<file path="config.mk">
export PLATFORM = sky130hd
export DESIGN_NAME = vga_output_stage
export DESIGN_NICKNAME = d
export VERILOG_FILES = /design/src/rtl/vga_output_stage.sv
export SDC_FILE = /design/constraint.sdc
export NUM_CORES = 1
export LEC_CHECK = 0
export CORE_UTILIZATION = 34
export CTS_BUF_LIST = sky130_fd_sc_hd__clkbuf_4 sky130_fd_sc_hd__clkbuf_8 sky130_fd_sc_hd__clkbuf_16
export CTS_CLUSTER_SIZE = 24
export DETAILED_ROUTE_END_ITERATION = 7
export GPL_ROUTABILITY_DRIVEN = 0
export PLACE_DENSITY = 0.64
export RECOVER_POWER = 100
export REMOVE_ABC_BUFFERS = 1
export SYNTH_ARGS = -nofsm -noshare
export SYNTH_HDL_FRONTEND = slang
export SYNTH_SLANG_ARGS = --single-unit
</file>
<file path="constraint.sdc">
create_clock -name pixel_clk -period 1.81 [get_ports pixel_clk]
set_input_delay 0.2715 -clock pixel_clk [delete_from_list [all_inputs] [get_ports pixel_clk]]
set_output_delay 0.2715 -clock pixel_clk [all_outputs]
set_load 0.05 [all_outputs]
</file>
<file path="src/rtl/vga_output_stage.sv">
// Final VGA pixel stage: delay-matches controller timing to the pixel source, applies
// blanking and frame-synchronous test-pattern selection, and drives the registered pins.
module vga_output_stage #(
    parameter int COLOR_BITS  = 4,
    parameter int COL_W       = 10,
    parameter int ROW_W       = 9,
    parameter int H_ACTIVE    = 640,
    parameter int PIPE_DEPTH  = 2,
    parameter int SYNC_INVERT = 0,
    parameter int SYNC_IDLE   = 1,
    parameter int GRID_LOG2   = 4,
    parameter int FC_W        = 16
) (
    input  logic                    pixel_clk,
    input  logic                    reset_n,
    input  logic                    h_sync_in,
    input  logic                    v_sync_in,
    input  logic                    disp_ena_in,
    input  logic [COL_W-1:0]        column,
    input  logic [ROW_W-1:0]        row,
    input  logic [COLOR_BITS-1:0]   src_r,
    input  logic [COLOR_BITS-1:0]   src_g,
    input  logic [COLOR_BITS-1:0]   src_b,
    input  logic [1:0]              mode_sel,
    input  logic [3*COLOR_BITS-1:0] fill_rgb,
    output logic [COLOR_BITS-1:0]   vga_r,
    output logic [COLOR_BITS-1:0]   vga_g,
    output logic [COLOR_BITS-1:0]   vga_b,
    output logic                    vga_hs,
    output logic                    vga_vs,
    output logic                    frame_start,
    output logic [FC_W-1:0]         frame_count
);

    localparam logic SYNC_INV_B = 1'(SYNC_INVERT);
    localparam logic SYNC_IDL_B = 1'(SYNC_IDLE);
    localparam logic SYNC_RST   = SYNC_IDL_B ^ SYNC_INV_B;
    localparam int   BAR_PX     = (H_ACTIVE / 8 > 0) ? H_ACTIVE / 8 : 1;

    typedef struct packed {
        logic             hs;
        logic             vs;
        logic             de;
        logic             fs;
        logic [1:0]       mode;
        logic [COL_W-1:0] col;
        logic [ROW_W-1:0] row;
    } tag_t;

    localparam tag_t TAG_RST = '{hs: SYNC_RST, vs: SYNC_RST, de: 1'b0, fs: 1'b0,
                                 mode: 2'd0, col: '0, row: '0};

    logic       fs_in;
    logic [1:0] mode_act;
    tag_t       in_tag;
    tag_t       tail;

    assign fs_in = disp_ena_in && (column == '0) && (row == '0);

    always_ff @(posedge pixel_clk or negedge reset_n) begin
        if (!reset_n) begin
            mode_act <= 2'd0;
        end else if (fs_in) begin
            mode_act <= mode_sel;
        end
    end

    // The frame-start pixel already carries the newly selected mode.
    always_comb begin
        in_tag.hs   = h_sync_in;
        in_tag.vs   = v_sync_in;
        in_tag.de   = disp_ena_in;
        in_tag.fs   = fs_in;
        in_tag.mode = fs_in ? mode_sel : mode_act;
        in_tag.col  = column;
        in_tag.row  = row;
    end

    generate
        if (PIPE_DEPTH == 0) begin : g_nopipe
            assign tail = in_tag;
        end else begin : g_pipe
            tag_t stg [PIPE_DEPTH];

            always_ff @(posedge pixel_clk or negedge reset_n) begin
                if (!reset_n) begin
                    for (int i = 0; i < PIPE_DEPTH; i++) stg[i] <= TAG_RST;
                end else begin
                    stg[0] <= in_tag;
                    for (int i = 1; i < PIPE_DEPTH; i++) stg[i] <= stg[i-1];
                end
            end

            assign tail = stg[PIPE_DEPTH-1];
        end
    endgenerate

    logic [COL_W-1:0]      bar_q;
    logic [2:0]            bar_idx;
    logic [2:0]            bar_k;
    logic                  grid_hit;
    logic [COLOR_BITS-1:0] pix_r;
    logic [COLOR_BITS-1:0] pix_g;
    logic [COLOR_BITS-1:0] pix_b;

    assign bar_q    = tail.col / COL_W'(BAR_PX);
    assign bar_idx  = (bar_q > COL_W'(7)) ? 3'd7 : bar_q[2:0];
    assign bar_k    = 3'd7 - bar_idx;
    assign grid_hit = (tail.col[GRID_LOG2-1:0] == '0) || (tail.row[GRID_LOG2-1:0] == '0);

    always_comb begin
        pix_r = '0;
        pix_g = '0;
        pix_b = '0;
        if (tail.de) begin
            case (tail.mode)
                2'd0: begin
                    pix_r = src_r;
                    pix_g = src_g;
                    pix_b = src_b;
                end
                2'd1: begin
                    pix_r = fill_rgb[3*COLOR_BITS-1 -: COLOR_BITS];
                    pix_g = fill_rgb[2*COLOR_BITS-1 -: COLOR_BITS];
                    pix_b = fill_rgb[COLOR_BITS-1:0];
                end
                2'd2: begin
                    pix_r = {COLOR_BITS{bar_k[2]}};
                    pix_g = {COLOR_BITS{bar_k[1]}};
                    pix_b = {COLOR_BITS{bar_k[0]}};
                end
                default: begin
                    pix_r = grid_hit ? '1 : src_r;
                    pix_g = grid_hit ? '1 : src_g;
                    pix_b = grid_hit ? '1 : src_b;
                end
            endcase
        end
    end

    always_ff @(posedge pixel_clk or negedge reset_n) begin
        if (!reset_n) begin
            vga_r       <= '0;
            vga_g       <= '0;
            vga_b       <= '0;
            vga_hs      <= SYNC_IDL_B;
            vga_vs      <= SYNC_IDL_B;
            frame_start <= 1'b0;
            frame_count <= '0;
        end else begin
            vga_r       <= pix_r;
            vga_g       <= pix_g;
            vga_b       <= pix_b;
            vga_hs      <= tail.hs ^ SYNC_INV_B;
            vga_vs      <= tail.vs ^ SYNC_INV_B;
            frame_start <= tail.fs;
            if (tail.fs) frame_count <= frame_count + 1'b1;
        end
    end

endmodule

</file>
# Word-level counts from Yosys, hierarchy flattened
# Cells that the tools add are included.
# totals
ff_bits	71
elab_cells	45
# op_classes
add_sub_neg	2
n_div	1
order_cmp	1
eq_ne	2
n_mux	10
n_reduce_logical	8
# ops
operator	n
$pmux 4 s3	3
$mux 4	6
$add 16x1->16 const B	1
$div 10x7->10 const B	1
$gt 10x3->1 const B	1
$logic_not 10->1	1
$logic_not 9->1	1
$logic_not 4->1	2
$mux 3	1
$sub 3x3->3 const A	1
$eq 2x1->1 const B	1
$eq 2x2->1 const B	1
$logic_and 1x1->1	2
$logic_not 2->1	1
$logic_or 1x1->1	1

# Longest topological paths before layout
# logic_depth
depth_word	6
mapped_depth	6
ltp_nobuf	6

# Worst setup path before layout
# No wires, ideal clock.
# synth_path
path_type	reg2reg
startpoint	register frame_count[0]
endpoint	register frame_count[14]
setup_ns	0.141
arrival_ns	1.685
t_required_ns	1.669
path_slack_ns	-0.016
path_stages_with_launch	7
n_path_buf	0
path_cell_list	dfrtp_1 -> ha_1 -> and3_1 -> nand4_1 -> nor2_1 -> nand4_1 -> xnor2_1
# synth_between
elab_chain_cells	1
# synth_rtl
element	line_no	source
from (decl)	32	output logic [FC_W-1:0] frame_count
from (signal assigned)	157	if (tail.fs) frame_count <= frame_count + 1'b1;
$add 16x1->16	157	
# No other way between the ends.
# A chain may end at the register's enable or synchronous reset.

# Final worst setup path
# layout_path
startpoint	register vga_g[0]
endpoint	output port vga_g[0]
# layout_rtl
element	line_no	source
from (decl)	27	output logic [COLOR_BITS-1:0] vga_g,
from (signal assigned)	152	vga_g <= pix_g;
# No word-level cell between the ends.

==> impl_metrics.toml <==
[cells_and_area]
layout.nets = 355
commonest_cells_after_routing_fill_and_taps_aside = "62 x sky130_fd_sc_hd__dfrtp_1, 43 x sky130_fd_sc_hd__clkdlybuf4s50_1, 25 x sky130_fd_sc_hd__nand2_1"
final_cell_area_sq_um = 3730
fraction_of_layout_cells_with_a_size_suffix_above_1_pct = 12.0
n_antenna_cell = 0
area_growth_syn_to_layout_pct = 39.4
layout_commonest_cell = "sky130_fd_sc_hd__dfrtp_1"

[detailed_routing]
routed_wirelength_mm = 5.32
antenna_violating_nets_post_route = 0
maxUsedRoutingLayer = "met4"
vias = 1965
vias_per_cell = 4.82
route.layer.met1.wl_mm = 2.43
drt_pre_antenna_iters = 5
drcViolationCount = 0
detailroute.wirelength.met2_mm = 2.42
met3WireLength_microns = 392
first_iter_violations = 99
drt-wirelength-per-cell_microns = 13.0

[synth]
ys_ff_latch = 71
synthFlopType = "sky130_fd_sc_hd__dfrtp_1"
netlist.top_cell.by_area = "sky130_fd_sc_hd__dfrtp_1"
synth_enable_flop_cells = 0
synthesis.instances = 212
post_synth.cell_area_avg_sq_um = 12.6
synth.lib_cells_used.distinct = 37
yosys_warnings = 0
asyncSetResetFlopFracSynth_pct = 100
synth_top_area_share_pct = 60.8
ys_top_cells_by_area = "sky130_fd_sc_hd__dfrtp_1 61%, sky130_fd_sc_hd__dfstp_2 5.9%, sky130_fd_sc_hd__xnor2_1 3.6%"
netlist_area_sq_um = 2680
yosysSeqAreaShare_pct = 66.7

[timing]
slew_headroom_pct = 34.9
final_hold_viol_count = 0
max_slew.worst_pin.slew_ns = 0.977
setup-violations-final = 0
drv_slew = 0
fin_setup_tns_ns = 0
rsz0062_at_grt = "no"
finalCritPeriodShare_pct = 95.8
achievable-frequency_mhz = 577
final_period_minus_worst_setup_slack_ns = 1.73
final_clock_skew_ns = 0.00483

[critical_path]
r2r.worst_path.cells = 5
worst_setup_path_end_kind = "output port"
signal_arrival_time_at_the_worst_endpoint_ns = 1.46
required_ns = 1.54
path_depth = 1
cp_slowest_cell = "sky130_fd_sc_hd__clkdlybuf4s50_1"
max_stage_delay_ns = 0.80
worstPathCellList = "clkdlybuf4s50_1"
timing.critical_path.buf_inv = 1
worst_path_top_cell_family_by_delay = "buffers and inverters"
worstSetupStartpointType = "flip-flop"
worst-setup-path-type = "reg2out"
critical_path.max_fanout = 1

[clock_tree]
clock_insertion_delay_at_the_later_pin_of_the_skew_report_ns = 0.33
htreeDepth = 3
number_of_setup_buffers_added_after_cts = 0
clk_transition_reported_paths_ns = 0.07
ctsRootBufferMaster = "sky130_fd_sc_hd__clkbuf_8"
clk_path_buf_depth = 2
tritoncts = "yes"
clock_sinks = 71
cts_buffers = 9

[power_and_ir_drop]
internal_power_uw = 2470
seq_power_share_pct = 51.7
netSwitchingPower_uw = 774
power_leakage_uw = 0.00160
power.switching_fraction_pct = 23.9
power.share.clock_pct = 39.5
irDropWorstVdd_mv = 0.407
logic_pwr_share_pct = 8.7
p_per_area_nw_per_um2 = 870

[die]
floorplan.io_pins = 81
die-area_sq_um = 8230
floorplan.rows = 31
initial_utilization_pct = 35.9
dieWidth_microns = 90.7
core_sq_um = 7450
dieHeight_microns = 90.7

[grt]
grt_start_max_net_pins = 56
grt_pass1_vias = 1988
gr-usage-all-layers_pct = 14.3
grt-ovfl-total = 0
grt_pass1_wl_mm = 9.26
grt_antenna_before_repair = 0

[flow_run]
max_cap_viol_count = 0

[outcome]
outcome = "completed"

[hold_path]
min_path_type = "reg2reg"
holdPathStages = 0

[placement]
dp_hpwl_mm = 3.77
io_buf_count = 80
post_dp_cell_area_sq_um = 3590
-- per-layer routing --
metal | up-vias | GRT usage (%)
met4 | 0 | 6.05
met1 | 933 | 18.3
met5 | - | 0
met3 | 7 | 4.55
li1 | 947 | -
met2 | 78 | 22.2
-- worst paths after layout --
check | start | endpoint | slack, ns
hold / removal | g_pipe.stg[34] | g_pipe.stg[9] | 0.35
setup / recovery | vga_g[0] | vga_g[0] | 0.08
setup reg to reg | g_pipe.stg[15] | vga_b[2] | 0.14
min in group asynchronous | reset_n | frame_count[12] | 0.61
max in group asynchronous | reset_n | g_pipe.stg[49] | 0.36
hold reg to reg | g_pipe.stg[34] | g_pipe.stg[9] | 0.35
-- sequential cells by signal, indices dropped and copies added (netlist names) --
register     flops
vga_vs           1
g_pipe.stg      40
vga_g            4
frame_start      1
frame_count     16
vga_r            4
vga_hs           1
vga_b            4
-- layout make-up --
| cell class | count | area [sq um] |
|---|---|---|
| fill | 705 | 3720 |
| timing repair buffer | 90 | 776 |
| multi-input combinational | 132 | 838 |
| clock buffer | 10 | 138 |
| sequential | 71 | 1790 |
| tap | 99 | 124 |
| clock inverter | 6 | 67.6 |
-- power groups by stage --
stage / Sequential (uW) / Combinational, uW / Clock, uW
global placement: 1710 / 293 / 0
detailed placement: 1710 / 296 / 0
CTS: 1680 / 299 / 1320
finish: 1680 / 283 / 1280
global route: 1690 / 308 / 1390
floorplan: 1760 / 49.5 / 0
-- synth_stat cells (5+ instances only) --
cell type,instances
sky130_fd_sc_hd__nor2_1,16
sky130_fd_sc_hd__dfstp_2,6
sky130_fd_sc_hd__dfrtp_1,65
sky130_fd_sc_hd__nand2_1,25
sky130_fd_sc_hd__xnor2_1,11
sky130_fd_sc_hd__xor2_1,6
sky130_fd_sc_hd__nand4_1,5
sky130_fd_sc_hd__clkbuf_1,5
sky130_fd_sc_hd__a31oi_1,6
sky130_fd_sc_hd__o21ai_0,16
-- kinds of logic (layout without fill, tap and decap cells) --
kind of cell,after synthesis,count (layout),synth area share (%)
simple gates,74,74,14.9
flops,71,71,66.7
compound gates,37,37,9.40
xor+xnor,17,17,5.56
buf+inv,9,106,1.78
mux,3,3,1.26
fa+ha+maj,1,1,0.467
-- per-stage QoR --
stage                     power, uW  setup slack (ns)  hold WS, ns  utilization (%)  cells
after CTS                      3290           0.00809        0.318             51.1    408
after global placement         2000           0.00865        0.224             48.3    391
after floorplan                1810           -0.0160      -0.0241                -    203
final                          3240            0.0763        0.347             50.1    408
after global routing           3380            0.0141        0.360             50.1    408
after detailed placement       2010           -0.0419        0.223             48.3    391
-- repair_timing --
action	in CTS	in global routing
setup endpoints to repair	4	5
endpoints found under the hold margin	16	0
gates resized for setup	4	4
hold buffers	1	0
(Power assumes the default switching activity.)
==> variant 1: new RTL, config.mk and constraints unchanged <==
Register the output `vga_r` once more; this adds one clock of latency there. The other outputs are not delayed to match.
--- a/src/rtl/vga_output_stage.sv
+++ b/src/rtl/vga_output_stage.sv
@@ -49,6 +49,8 @@
 
     localparam tag_t TAG_RST = '{hs: SYNC_RST, vs: SYNC_RST, de: 1'b0, fs: 1'b0,
                                  mode: 2'd0, col: '0, row: '0};
+
+    logic [COLOR_BITS-1:0] vga_r_s0;
 
     logic       fs_in;
     logic [1:0] mode_act;
@@ -140,7 +142,7 @@
 
     always_ff @(posedge pixel_clk or negedge reset_n) begin
         if (!reset_n) begin
-            vga_r       <= '0;
+            vga_r_s0    <= '0;
             vga_g       <= '0;
             vga_b       <= '0;
             vga_hs      <= SYNC_IDL_B;
@@ -148,7 +150,7 @@
             frame_start <= 1'b0;
             frame_count <= '0;
         end else begin
-            vga_r       <= pix_r;
+            vga_r_s0    <= pix_r;
             vga_g       <= pix_g;
             vga_b       <= pix_b;
             vga_hs      <= tail.hs ^ SYNC_INV_B;
@@ -158,5 +160,9 @@
         end
     end
 
+    always_ff @(posedge pixel_clk) begin
+        vga_r <= vga_r_s0;
+    end
+
 endmodule
 
Behaviour: not the same (a bounded check fails within 4 cycles, from zero or initial values and one cycle with reset_n low).
==> variant 1 against the unedited design <==
- synthesized cell count grew 0.47%
- critical endpoint unchanged
- power grew 6.5%
- setup slack lost 0.013 ns
- area after synthesis grew 3.1%
- non-clock buffer count shrank 1
- sequential cell count grew 4
- largest cell class unchanged
- largest power group unchanged
- final area grew 2.4%
- routed wire length grew 6.1%
- first-iteration DRC count shrank 10%
- highest routed layer unchanged
==> variant 1: results (changes against the unedited design) <==
metric;value;unit;change
dp_hpwl;3990;um;+5.8%
largest_registers;g_pipe.stg: 40 flops, frame_count: 16 flops;;
first_global_vias;1917;;-3.6%
status;finished, final reports clean;;
io_buffer_count;80;;unchanged
synth_cell_types;39;;+5.4%
clkTransAtPathRegs;0.08;ns;
cts_root_buf;clkbuf_8;;
wl;5650;um;+6.1%
crit_fanout;1;;unchanged
fin_nets;355;;unchanged
worstReg2RegEnd;vga_b[2];;
grt_max_degree;50;;-11%
yosys_warnings;0;;unchanged
routed_via_density;4.82;;about the same
hold_path_class;in -> async;;
firstDrtPassIters;4;;-1
reg2reg_depth;5;;unchanged
peakVddDrop;525;uV;+29%
post_cts_buffers;0;;unchanged
synthTopCellsByCount;dfrtp_1, nand2_1, o21ai_0;;
fmax;573;MHz;-0.73%
crit_path_start;vga_g[0];;
drive_above_1_share;11.7;%;-0.32 points
r2r-start;g_pipe.stg[16];;
htreeDepth;3;;unchanged
finalMaxSlewViolations;0;;unchanged
worstSkewPairLatency;0.34;ns;
yosysSeqAreaShare;67.6;%;+0.91 points
critPathTopFamily;buffers and inverters;;
placed_area;0.00366;sq mm;+1.9%
cts_max_path_buffers;2;;unchanged
p_leak;0.00162;uW;+1.2%
grt_use_total;14.1;%;-0.15 points
synth.area.top_cells;dfrtp_1, dfstp_2, xnor2_1, dfxtp_1, o21ai_0;;
tritoncts.num_buffers;9;;unchanged
cp_slowest_cell;clkdlybuf4s50_1;;
first_iter_violations;89;;-10%
grt_pass1_wl;9280;um;+0.23%
synth_async_sr_flop_share;94.7;%;-5.3 points
antenna_found_initial;0;;unchanged
slew_headroom;31.8;%;-3.1 points
reg2reg_slack;0.13;ns;
crit_end;vga_g[0];;
arrival;1.48;ns;+0.02 ns
cpPeakStageDelay;0.80;ns;about the same
antennaDiodeCount;0;;unchanged
skew;0.00856;ns;+0.00374 ns
place_ws;-0.203;ns;-0.162 ns
-- variant 1: routing by layer --
metal | global-route usage, % | vias to the layer above | part of all wire [%]
met5 | 0 | - | 0
met4 | 5.47 | 0 | 1.4
met3 | 4.23 | 9 | 5.6
met2 | 22.0 | 75 | 48
met1 | 18.6 | 950 | 45
li1 | - | 945 | -
-- variant 1: what timing repair did --
action | 4_1_cts | 5_1_grt
setup endpoints to repair | 4 | 8
resized for setup | 4 | 4
hold buffers | 1 | 0
hold endpoints to repair | 16 | 0
pin swaps | 0 | 1
-- variant 1: cell type report --
cell class | count | area [sq um]
timing repair buffer | 89 | 764
clock inverter | 6 | 88.8
sequential | 75 | 1870
fill | 715 | 3990
tap | 102 | 128
clock buffer | 10 | 131
multi-input combinational | 129 | 841
-- variant 1: cell families after synthesis --
logic type	after synthesis	share of synthesized area, %
xor gates and xnor gates	17	5.40
buffers and inverters	9	1.72
adders and majority gates	1	0.453
AOI/OAI and AO/OA	37	9.12
DFF	75	67.6
muxes	3	1.22
and+or+nand+nor	71	14.5
-- variant 1: per-stage QoR --
step           setup TNS, ns  instances
6_report                   0        411
4_1_cts                    0        411
5_1_grt                    0        411
2_1_floorplan              0        204
3_3_place_gp          -0.335        394
3_5_place_dp          -0.403        394
-- variant 1: worst min-delay path by stage --
| stage | from | end | slack [ns] | cells after the start |
|---|---|---|---|---|
| 6_report | reset_n | frame_count[14] | 0.26 | 2 |
| 5_1_grt | reset_n | frame_count[14] | 0.27 | 2 |
| 4_1_cts | reset_n | frame_count[15] | 0.24 | 2 |
| 3_5_place_dp | reset_n | frame_count[15] | 0.08 | 1 |
| 3_3_place_gp | reset_n | frame_count[15] | 0.07 | 1 |
| 2_1_floorplan | reset_n | frame_count[0] | -0.02 | 0 |
-- variant 1: report_power, final --
part / switching (uW) / internal, uW
Clock: 607 / 794
Combinational: 138 / 144
Sequential: 36.1 / 1740
==> variant 2: new RTL, same settings <==
Made on the original files. Set the parameter `SYNC_IDLE` to 0 (it was 1).
--- a/src/rtl/vga_output_stage.sv
+++ b/src/rtl/vga_output_stage.sv
@@ -7,7 +7,7 @@
     parameter int H_ACTIVE    = 640,
     parameter int PIPE_DEPTH  = 2,
     parameter int SYNC_INVERT = 0,
-    parameter int SYNC_IDLE   = 1,
+    parameter int SYNC_IDLE   = 0,
     parameter int GRID_LOG2   = 4,
     parameter int FC_W        = 16
 ) (
Function: changed (a bounded check fails within 4 cycles, from zero or initial values and one cycle with reset_n low).
==> variant 2 against the unedited design <==
- clock power rose by 9%
- critical path depth is the same
- hold slack got worse by 0.0015 ns
- fmax shrank 1.5%
- final area increased by 0.64%
- setup slack worse by 0.027 ns
- area after synthesis is 0.28% lower
- sequential cell count unchanged
- routed wire length down 0.49%
- synthesized cell count stayed put
- power grew 3.4%
==> variant 2: results (changes against the unedited design) <==
metric;value;unit;change
skew;0.0113;ns;+0.00644 ns
arrival;1.49;ns;+0.03 ns
p_leak;0.00163;uW;+1.6%
reg2reg_depth;5;;unchanged
grt_max_degree;39;;-30%
crit_path_start;vga_vs;;
status;finished, final reports clean;;
cts_tree;built;;
synth_fa_ha_area_share;0.469;%;+0.0013 points
peakVddDrop;551;uV;+35%
grt_pass1_wl;8980;um;-3.0%
dp_hpwl;3630;um;-3.7%
first_global_vias;1949;;-2.0%
synth.area.top_cells;dfrtp_1, xnor2_1, nand2_1, o21ai_0, nor2_1;;
critPathTopFamily;buffers and inverters;;
post_cts_buffers;0;;unchanged
fin_nets;355;;unchanged
yosysSeqAreaShare;66.6;%;-0.094 points
p_int;2570;uW;+3.9%
fillers;660;;-6.4%
synth_mux_area_share;1.27;%;+0.0036 points
firstDrtPassIters;4;;-1
cpPeakStageDelay;0.80;ns;about the same
wl_per_cell;13.0;um;-0.49%
drive_above_1_share;10.4;%;-1.6 points
avgSynthCellArea;12.6;sq um;-0.28%
synthTopCellsByCount;dfrtp_1, nand2_1, nor2_1, o21ai_0, xnor2_1;;
grt_use_total;14.0;%;-0.30 points
crit_end;vga_vs;;
slew_headroom;37.7;%;+2.8 points
first_iter_violations;71;;-28%
synth_cell_types;36;;-2.7%
synth_compound_area_share;9.42;%;+0.026 points
reg2reg_slack;0.11;ns;-0.03 ns
area_delta_synth_final;40.7;%;
synth_xor_area_share;5.58;%;+0.016 points
routed_via_density;4.73;;-1.8%
ys.flop_type;dfrtp_1;;
r2r-start;g_pipe.stg[16];;
variant 2: final cells by class:
class                           count  area share (%)
Tap cell                           99            3.30
Multi-Input combinational cell    132            22.3
Clock buffer                        9            3.30
Clock inverter                      7            2.53
Timing Repair Buffer               90            21.2
Sequential cell                    71            47.4
variant 2: power groups by stage:
stage               combinational [uW]  sequential [uW]  clock (uW)
global route                       310             1680        1500
floorplan                         49.5             1750           0
finish                             285             1670        1400
detailed placement                 296             1700           0
CTS                                298             1670        1440
global placement                   292             1700           0
variant 2: routing by layer:
| layer | global-route usage (%) | vias to the layer above | wire length, um |
|---|---|---|---|
| li1 | - | 938 | - |
| met1 | 18.8 | 922 | 2600 |
| met2 | 21.0 | 62 | 2350 |
| met3 | 3.96 | 7 | 311 |
| met4 | 6.18 | 0 | 44 |
| met5 | 0 | - | 0 |
variant 2: worst min-delay path by stage:
stage                              start             end  slack (ns)  depth (start not counted)
after detailed placement         reset_n  g_pipe.stg[38]        0.27                          1
after CTS                 g_pipe.stg[27]   g_pipe.stg[2]        0.34                          0
after global placement           reset_n  g_pipe.stg[38]        0.26                          1
final                     g_pipe.stg[27]   g_pipe.stg[2]        0.35                          0
after floorplan                  reset_n  frame_count[0]       -0.02                          0
after global routing      g_pipe.stg[34]   g_pipe.stg[9]        0.35                          0
variant 2: metrics by stage:
stage	setup WS, ns	TNS [ns]	hold slack, ns
final	0.0493	0	0.345
after global routing	0.00971	0	0.355
after CTS	0.0177	0	0.342
after detailed placement	-0.0916	-0.181	0.268
after global placement	-0.00903	-0.0179	0.264
after floorplan	-0.0160	-0.0160	-0.0241
variant 2: timing repair:
item                                    in CTS  in global routing
resized for setup                            3                  3
endpoints found under the setup margin       3                  5
pin swaps                                    0                  0
endpoints found under the hold margin       37                  0
hold buffers                                 1                  0
